`src/rtl/uart_rx_fifo.sv`:
```
// rtl/uart_rx_fifo.sv - UART receive byte FIFO with CPU register window and level interrupt
module uart_rx_fifo #(
    parameter int DEPTH = 16,
    parameter int AW    = 4
) (
    input  logic        clk,
    input  logic        reset,
    input  logic        rx_valid,
    input  logic [7:0]  rx_data,
    output logic        rx_ack,
    input  logic        sys_select,
    input  logic        sys_rd,
    input  logic [3:0]  sys_we,
    input  logic [1:0]  sys_addr,
    input  logic [31:0] sys_wdata,
    output logic [31:0] sys_rdata,
    output logic        interrupt
);

    localparam logic [0:0]  IDLE     = 1'b0;
    localparam logic [0:0]  ACK      = 1'b1;
    localparam logic [AW:0] FULL_CNT = (AW + 1)'(DEPTH);

    logic [7:0]    mem [DEPTH];
    logic [AW-1:0] wr_ptr;
    logic [AW-1:0] rd_ptr;
    logic [AW:0]   count;
    logic [0:0]    state;
    logic          overrun;
    logic          int_enable;
    logic [8:0]    threshold;

    logic          ctl_wr;
    logic          thr_wr;
    logic          flush;
    logic          ovr_clr;
    logic          full;
    logic          not_empty;
    logic          push;
    logic          pop;
    logic          store;
    logic          lost;
    logic [7:0]    head_byte;
    logic [8:0]    count9;
    logic [8:0]    eff_thr;
    logic          unused_bits;

    assign unused_bits = &{1'b0, sys_wdata[31:9], sys_we[3:1]};

    assign ctl_wr    = sys_select & sys_we[0] & (sys_addr == 2'd2);
    assign thr_wr    = sys_select & sys_we[0] & (sys_addr == 2'd3);
    assign flush     = ctl_wr & sys_wdata[0];
    assign ovr_clr   = ctl_wr & sys_wdata[1];

    assign full      = (count == FULL_CNT);
    assign not_empty = (count != '0);

    // rx_ack doubles as the push strobe; it is held low while reset is asserted
    // so an in-flight byte is neither acknowledged nor stored.
    assign rx_ack    = ~reset & (state == IDLE) & rx_valid & ~flush;
    assign push      = rx_ack;
    assign pop       = sys_select & sys_rd & (sys_addr == 2'd0) & not_empty & ~flush;

    // A simultaneous pop frees the head slot, so a push into a full FIFO still lands.
    assign store     = push & (~full | pop);
    assign lost      = push & full & ~pop;

    always_ff @(posedge clk or posedge reset) begin
        if (reset) begin
            state <= IDLE;
        end else if (state == IDLE) begin
            if (push) begin
                state <= ACK;
            end
        end else begin
            state <= IDLE;
        end
    end

    always_ff @(posedge clk or posedge reset) begin
        if (reset) begin
            wr_ptr <= '0;
            rd_ptr <= '0;
            count  <= '0;
        end else if (flush) begin
            wr_ptr <= '0;
            rd_ptr <= '0;
            count  <= '0;
        end else begin
            if (store) begin
                wr_ptr <= wr_ptr + AW'(1);
            end
            if (pop) begin
                rd_ptr <= rd_ptr + AW'(1);
            end
            case ({store, pop})
                2'b10:   count <= count + (AW + 1)'(1);
                2'b01:   count <= count - (AW + 1)'(1);
                default: count <= count;
            endcase
        end
    end

    always_ff @(posedge clk) begin
        if (store) begin
            mem[wr_ptr] <= rx_data;
        end
    end

    always_ff @(posedge clk or posedge reset) begin
        if (reset) begin
            overrun    <= 1'b0;
            int_enable <= 1'b0;
            threshold  <= 9'd1;
        end else begin
            if (lost) begin
                overrun <= 1'b1;
            end else if (ovr_clr) begin
                overrun <= 1'b0;
            end
            if (ctl_wr) begin
                int_enable <= sys_wdata[2];
            end
            if (thr_wr) begin
                threshold <= sys_wdata[8:0];
            end
        end
    end

    assign head_byte = not_empty ? mem[rd_ptr] : 8'h00;
    assign count9    = 9'(count);
    assign eff_thr   = (threshold == 9'd0) ? 9'd1 : threshold;
    assign interrupt = int_enable & ((count9 >= eff_thr) | overrun);

    always_comb begin
        sys_rdata = 32'h0;
        if (sys_select) begin
            case (sys_addr)
                2'd0:    sys_rdata = {23'b0, not_empty, head_byte};
                2'd1:    sys_rdata = {19'b0, count9, int_enable, overrun, full, not_empty};
                2'd2:    sys_rdata = 32'h0;
                default: sys_rdata = {23'b0, threshold};
            endcase
        end
    end

endmodule
```
`config.mk`:
```
export PLATFORM = sky130hd
export DESIGN_NAME = uart_rx_fifo
export DESIGN_NICKNAME = d
export VERILOG_FILES = /design/src/rtl/uart_rx_fifo.sv
export SDC_FILE = /design/constraint.sdc
export NUM_CORES = 1
export LEC_CHECK = 0
export CORE_UTILIZATION = 45
export CTS_CLUSTER_DIAMETER = 150
export DETAILED_ROUTE_END_ITERATION = 8
export PLACE_DENSITY = 0.63
export SYNTH_ARGS = -nofsm -noshare
export SYNTH_HDL_FRONTEND = slang
export SYNTH_SLANG_ARGS = --single-unit
```
`constraint.sdc`:
```
create_clock -name clk -period 3.3 [get_ports clk]
set_clock_uncertainty 0.05 [all_clocks]
set_input_delay 0.495 -clock clk [delete_from_list [all_inputs] [get_ports clk]]
set_output_delay 0.495 -clock clk [all_outputs]
set_load 0.005 [all_outputs]
```
After elaboration in Yosys (flattened, before gate mapping)
Memories as Yosys holds them, arrays and structs flattened. Cells that the tools add are included.

Register bits: 25. Logic and storage cells: 65. Input port bits: 51. Memories kept: 1. Bits in writable memories: 128. Output and inout port bits: 34.

Reductions and logical operators: 7. Add/sub/neg operators: 4. Magnitude comparators: 1. Bitwise gates (word level): 23. Equal/unequal tests: 6. Mux-type cells: 16.

Memories: mem (depth 16, bits a word 8, read ports 1, clocked after memory_dff 0, write ports 1, line 24) `logic [7:0] mem [DEPTH];`.

Operators with widths (number): one-hot mux 9 bit (3 select lines) (1); 2-to-1 mux 9 bit (2); AND 1 bit (16); 2-to-1 mux 4 bit (4); one-hot mux 5 bit (2 select lines) (1); >= comparator 5 x 9 -> 1 bit (1); logical NOT 9 bit (1); adder 4 x 1 -> 4 bit (second input constant) (2); 2-to-1 mux 8 bit (1); == test 2 bit (second input constant) (3); 2-to-1 mux 1 bit (6); nonzero test 2 bit (3); adder 5 x 1 -> 5 bit (second input constant) (1); == test 5 bit (second input constant) (1); 2-to-1 mux 5 bit (1); inverter 1 bit (5); nonzero test 5 bit (1); subtractor 5 x 1 -> 5 bit (second input constant) (1); == test 2 x 1 -> 1 bit (second input constant) (2); nonzero test 3 bit (1); logical NOT 2 bit (1); OR 1 bit (2).

Logic depth before layout (Yosys ltp)
Gate-level depths: netlist of run 1.

Word-level depth: 10. Gate-level depth with buffers: 12. Gate-level depth less buffers: 10.

Worst setup path after synthesis of run 1
No wires, ideal clock.

Kind: input port to flip-flop. Start: input sys_addr[0]. End: register count[4]. Cell stages on the path: 11. Path slack: 0.559 ns. Data required time: 3.129 ns. Path buffers: 2. Setup time: 0.121 ns. Data arrival time: 2.570 ns. Cells stage by stage: buf_2 -> nand4bb_1 -> buf_2 -> a21oi_1 -> nand2_1 -> fa_1 -> nand2b_1 -> a21oi_1 -> mux2i_1 -> o221ai_1 -> a22o_1.

Cells in the longest elaborated chain, start to end: 10. Elaborated cells on any way between the ends: 16. Those cells by class: eq/ne: 3; mux: 2; bitwise: 9; reduce/logical: 2.

RTL lines: start, declared (line 14) `input logic [1:0] sys_addr,`; == test 2 bit (line 50) `assign ctl_wr = sys_select & sys_we[0] & (sys_addr == 2'd2);`; AND 1 bit (line 50); AND 1 bit (line 52) `assign flush = ctl_wr & sys_wdata[0];`; inverter 1 bit (line 60, 62); AND 1 bit (line 62) `assign pop = sys_select & sys_rd & (sys_addr == 2'd0) & not_empty & ~flush;`; OR 1 bit (line 65) `assign store = push & (~full | pop);`; AND 1 bit (line 65); == test 2 x 1 -> 1 bit or == test 2 bit (tied branches) (line 96) `case ({store, pop})`; one-hot mux 5 bit (2 select lines) (line 96); 2-to-1 mux 5 bit (line 85) `end else if (flush) begin`; end signal, assigned (line 97) `2'b10: count <= count + (AW + 1)'(1);`; end signal, assigned (line 98) `2'b01: count <= count - (AW + 1)'(1);`; end signal, assigned (line 99) `default: count <= count;`; end, declared (line 27) `logic [AW:0] count;`.

Parallel ways exist; a longest one is shown, timed or not. A chain may end at the register's enable or synchronous reset.

Worst setup path after layout of run 1
Start: register rd_ptr[0]. End: output sys_rdata[0].

Cells in the longest elaborated chain, start to end: 4.

RTL lines: start, declared (line 26) `logic [AW-1:0] rd_ptr;`; start signal, assigned (line 94) `rd_ptr <= rd_ptr + AW'(1);`; memory read (16 x 8 bit); 2-to-1 mux 8 bit (line 130) `assign head_byte = not_empty ? mem[rd_ptr] : 8'h00;`; one-hot mux 9 bit (3 select lines) (line 138) `case (sys_addr)`; 2-to-1 mux 9 bit (line 137) `if (sys_select) begin`; end, declared (line 16) `output logic [31:0] sys_rdata,`.

Every way passes these cells.

==> results.yml, run 1 <==
layout:
  areaGrowthSynthToFinish_pct: 18.5
  antennaDiodeCount: 0
  final_common_cell: "edfxtp_1"
  stdcell_count: 673
  mostFrequentLayoutCells: "edfxtp_1, mux4_2, clkdlybuf4s50_1"
  nets: 541
  fill_cells: 1161
  finalInstanceArea_um2: 8170
  drive_gt1_share_pct: 25.4
clocking:
  root_buffer: "clkbuf_16"
  clock-sinks: 153
  clock_latency_ns: 0.41
  clock_path_buffers: 2
  cts_buffers: 17
  ctsHtreeMaxLevel: 4
  postCtsHoldBufs: 0
  cts_tree: "built"
  clk_pin_slew_ns: 0.06
yosys:
  yosys_most_used_dff: "edfxtp_1"
  synth-edff-count: 128
  ys_ff_latch: 153
  synthCells: 416
  syn_area_um2: 6900
  synth_top_family_by_area: "multiplexers"
  yosysSeqAreaShare_pct: 64.8
  synthXorXnorAreaFrac_pct: 0.889
  synth_fa_ha_area_share_pct: 2.65
  yosys.area_share.simple_pct: 6.55
  synthArstFlopShare_pct: 16.3
  yosysWarnings: 0
  synth_mux_area_share_pct: 15.2
  ys_types: 55
  synth-compound-area-share_pct: 5.08
  avgSynthCellArea_um2: 16.6
power_and_ir_drop:
  leakagePower_uw: 0.00296
  irDropWorstVdd_mv: 0.462
  pwr-share-comb_pct: 26.1
  powerDensity_nw_per_um2: 728
  p_sw_share_pct: 28.3
  clkPwrFrac_pct: 33.2
  switching_power_uw: 1680
  p_seq_share_pct: 40.7
  p_int_uw: 4260
  total_power_uw: 5950
floorplanning:
  dieArea_um2: 15800
  rows: 44
  coreArea_um2: 14800
  die_w_um: 126
  dieHeight_um: 126
  start_util_pct: 46.8
  io_pins: 85
detailed_routing:
  drt_iter0_drc: 275
  vias: 3704
  drc: 0
  first_pass_iters: 4
  wl_per_cell_um: 20.6
  viasPerCell: 5.50
  routed_wl_mm: 13.9
  ant_nets: 0
setup_path:
  worstPathMaxFanout: 5
  path_cells: "buf_4 -> mux4_2 -> nor2b_1 -> a211oi_1 -> a21oi_1 -> o211a_1 -> clkdlybuf4s50_1"
  critPathKind: "flop to output pin"
  r2r_setup_slack_ns: 0.55
  cp-end-kind: "output pin"
  startpoint_type: "flop"
  crit_path_top_delay_cell: "dfrtp_4"
  arrival_ns: 2.69
  worst_path_dominant_cell_family: "compound AO/OA/AOI/OAI gates"
  cp_num_buf_inv: 2
  max_stage_delay_ns: 0.48
  worstPathRequired_ns: 2.75
sta:
  hold_ws_ns: 0.448
  finalSetupTns_ns: 0
  slew_headroom_pct: 56.8
  worst_slew_pin_slew_ns: 0.647
  fin_crit_sh_pct: 98.1
  rsz0062_at_grt: "yes"
  clock.fmax_mhz: 309
  finalMaxSlewViolations: 0
  post-route-min-period_ns: 3.24
  hold_violations: 0
  setup_viol: 0
global_routing:
  grt_use_total_pct: 18.7
  grt_max_degree: 36
  grt.busiest_layer: "met2"
  grt.overflow.total: 0
  antenna_found_initial: 0
  grt_pass1_vias: 3817
  grt_pass1_wl_mm: 21.5
  use_met1_pct: 24.4
  grt.met2_usage_pct: 30.9
  grt_util_met3_pct: 3.74
run_status:
  status: "completed"
place:
  place_inst: 636
  place_congestion: 0.792
  postPlaceCellArea_um2: 7480
  hpwlAfterDp_mm: 9.39
  io_buffers: 35
hold_path:
  min_path_type: "primary input to asynchronous set/reset pin"
flow_run:
  maxCapViolations: 0
==> flip-flops by register name, summed over array words and instances (netlist names) <==
name / cells
state: 1
int_enable: 1
mem: 128
overrun: 1
wr_ptr: 4
count: 5
threshold: 9
rd_ptr: 4
==> synth_stat cells (3+ instances only) <==
cell type	count	share of area, %
a21oi_1	8	0.58
edfxtp_1	128	56
nand3_1	10	0.73
clkbuf_1	6	0.33
dfrtp_1	24	8.7
nor2_1	15	0.82
nor2b_1	3	0.27
buf_4	24	2.6
mux2_2	14	2.3
o221ai_1	7	0.89
ha_1	13	2.4
o21ai_0	10	0.73
and2_1	18	1.6
buf_6	3	0.49
xor2_1	6	0.76
inv_1	11	0.60
buf_2	8	0.58
a21o_1	4	0.44
o211a_1	7	1.0
mux4_2	32	10
mux2i_1	17	2.5
nand2_1	8	0.44
==> power by group through the flow <==
| stage | sequential (µW) | combinational, µW | clock [µW] |
|---|---|---|---|
| 6_report | 2420 | 1560 | 1970 |
| 5_1_grt | 2440 | 1690 | 2070 |
| 4_1_cts | 2420 | 1530 | 2000 |
| 3_5_place_dp | 2470 | 1470 | 0 |
| 3_3_place_gp | 2460 | 1450 | 0 |
| 2_1_floorplan | 2400 | 1040 | 0 |
==> logic make-up after synthesis <==
kind of cell | count (synthesis)
flip-flops | 153
AND/OR/NAND/NOR | 76
multiplexers | 63
buffers and inverters | 55
AO/OA/AOI/OAI | 47
adder cells (fa/ha/maj) | 14
XOR/XNOR | 7
other | 1
==> final cells by class <==
class,instances,area [µm²],area share [%]
Sequential cell,153,4480,54.8
Tap cell,184,230,2.82
Clock inverter,13,171,2.10
Multi-Input combinational cell,230,2220,27.1
Clock buffer,19,433,5.30
Timing Repair Buffer,63,602,7.36
Inverter,11,41.3,0.505
==> per-stage QoR <==
step                      util (%)  setup WS, ns
after floorplan                  -         0.559
after global placement        50.7        0.0980
after detailed placement      50.7        0.0584
after CTS                     55.1        0.0200
after global routing          55.4       -0.0203
final                         55.4        0.0613
==> path summary, 6_finish.rpt <==
check                      startpoint           end  cells past startpoint
max reg2reg                  count[1]      count[4]                     12
min                             reset      count[4]                      2
max in group asynchronous       reset  threshold[0]                      3
min in group clk              overrun       overrun                      2
min reg2reg                   overrun       overrun                      2
max                         rd_ptr[0]  sys_rdata[0]                      7
==> layer usage <==
metal / wire length [µm] / up-vias
met5: 0 / -
met4: 260 / 0
met3: 527 / 20
met2: 6820 / 91
met1: 6250 / 1899
li1: - / 1694
==> what timing repair did <==
item,in CTS,in global routing
setup buffers,4,1
hold endpoints to repair,0,0
pin swaps,0,0
gates resized for setup,3,11
endpoints found under the setup margin,9,8
Power figures use the tool's default switching activity.
==> run 2, diff against run 1 <==
CORE_ASPECT_RATIO = 1.4   (was not set)
==> run 2 against run 1 <==
  * Sequential power is essentially flat
  * Routed wire length up 4.0%
  * Register-to-register slack better by 0.10 ns
  * Worst hold slack gained 0.058 ns
==> results.yml, run 2 (synthesis results as in run 1) <==
power_and_ir_drop:
  pwr-share-comb_pct: 26.7
  irDropWorstVdd_mv: 0.361
  p_sw_share_pct: 29.4
  p_seq_share_pct: 39.8
  p_int_uw: 4310
  clkPwrFrac_pct: 33.6
  powerDensity_nw_per_um2: 741
  total_power_uw: 6110
  leakagePower_uw: 0.00298
  switching_power_uw: 1800
place:
  io_buffers: 35
  hpwlAfterDp_mm: 9.49
  place_inst: 647
  postPlaceCellArea_um2: 7500
  place_congestion: 0.891
hold_path:
  min_path_type: "flop to flop"
  hold-path-cell-count: 2
layout:
  largest_reg_flops: 128
  stdcell_count: 684
  mostFrequentLayoutCells: "edfxtp_1, clkdlybuf4s50_1, mux4_2"
  areaGrowthSynthToFinish_pct: 19.5
  drive_gt1_share_pct: 26.4
  antennaDiodeCount: 0
  final_common_cell: "edfxtp_1"
  reg.largest.list: "mem (128), threshold (9), count (5)"
  fill_cells: 1199
  finalInstanceArea_um2: 8250
  nets: 544
  regMostFlops: "mem"
  regArea_um2: 4470
  multi_input_area_um2: 2220
clocking:
  cts_buffers: 17
  clock_latency_ns: 0.42
  cts_tree: "built"
  root_buffer: "clkbuf_16"
  ctsHtreeMaxLevel: 4
  clock-sinks: 153
  clk_pin_slew_ns: 0.06
  clock_path_buffers: 2
setup_path:
  reg2reg_depth: 9
  path_cells: "buf_12 -> mux4_2 -> mux2i_1 -> o221ai_1 -> o211a_1 -> clkdlybuf4s50_1"
  worstPathRequired_ns: 2.75
  critPathKind: "flop to output pin"
  arrival_ns: 2.69
  cp-end-kind: "output pin"
  startpoint_type: "flop"
  crit_path_top_delay_cell: "mux4_2"
  worstPathMaxFanout: 13
  max_stage_delay_ns: 0.51
detailed_routing:
  vias: 3767
  routed_wl_mm: 14.4
  first_pass_iters: 4
  ant_nets: 0
  wl_per_cell_um: 21.1
  viasPerCell: 5.51
  drt_iter0_drc: 199
  drc: 0
global_routing:
  antenna_found_initial: 0
  grt_pass1_vias: 3756
  grt_use_total_pct: 19.1
  grt_max_degree: 36
  grt.overflow.total: 0
  grt_pass1_wl_mm: 21.7
floorplanning:
  die_w_um: 107
  dieArea_um2: 15800
  start_util_pct: 46.0
  coreArea_um2: 15000
  io_pins: 85
  dieHeight_um: 149
  rows: 53
sta:
  clock.fmax_mhz: 309
  worst_slew_pin_slew_ns: 1.02
  post-route-min-period_ns: 3.23
  finalMaxSlewViolations: 0
  slew_headroom_pct: 32.2
  setup_viol: 0
  fin_crit_sh_pct: 98.0
  hold_violations: 0
run_status:
  status: "completed"
flow_run:
  maxCapViolations: 0
## run 2: cell count changes in the layout (fill, tap and decap cells not counted), sizes merged
cell / previous run / this run
dlygate4sd2: 1 / 0
clkbuf: 19 / 18
inv: 13 / 19
buf: 28 / 30
dlymetal6s2s: 2 / 1
clkdlybuf4s50: 32 / 34
clkinv: 6 / 2
## run 2: worst paths after layout
path                                endpoint  slack (ns)       from
worst max-delay path            sys_rdata[6]        0.07  rd_ptr[0]
worst min-delay path                 overrun        0.51    overrun
worst max register to register      count[4]        0.65   count[4]
worst min register to register       overrun        0.51    overrun
max in group asynchronous           count[0]        1.91      reset
min in group asynchronous              state        0.59      reset
## run 2: final cells by class
class                   count  area share [%]
flip-flops and latches    153            54.3
multi-input cells         230            27.0
repair buffers             66            7.71
clock buffers              17            5.16
well taps                 192            2.91
clock inverters            15            2.50
inverters                  11           0.501
## run 2: timing repair
item,in CTS,in global routing
endpoints found under the hold margin,0,0
resized for setup,5,8
setup buffers,0,3
cloned,0,2
endpoints found under the setup margin,4,9
pin swaps,0,1
hold buffers,0,0
## run 2: per-stage QoR
step,setup slack [ns],hold slack [ns],utilization [%],setup TNS (ns)
2_1_floorplan,0.559,0.412,-,0
3_3_place_gp,0.170,0.479,50.1,0
3_5_place_dp,0.145,0.479,50.1,0
4_1_cts,-0.0624,0.501,54.5,-0.0624
5_1_grt,-0.00477,0.523,55.0,-0.00617
6_report,0.0666,0.506,55.0,0
## run 2: critical path: cells and delay by family (launching register included)
kind                   cells  cell delay, ns
buffers and inverters      2            0.62
multiplexers               2            0.87
flip-flops                 1            0.40
AO/OA/AOI/OAI              2            0.38
## run 2: routing by layer
metal  vias up  track usage, %  share of wire, %
met4         0            6.99               1.6
met3        19            3.81               3.0
met5         -               0                 0
li1       1709               -                 -
met2        95            34.4                55
met1      1944            22.4                40
## run 2: power groups by stage
stage	Combinational [µW]	Clock, µW	Sequential [µW]
6_report	1630	2050	2430
2_1_floorplan	1040	0	2400
3_3_place_gp	1500	0	2440
5_1_grt	1760	2160	2450
3_5_place_dp	1520	0	2450
4_1_cts	1560	2080	2420
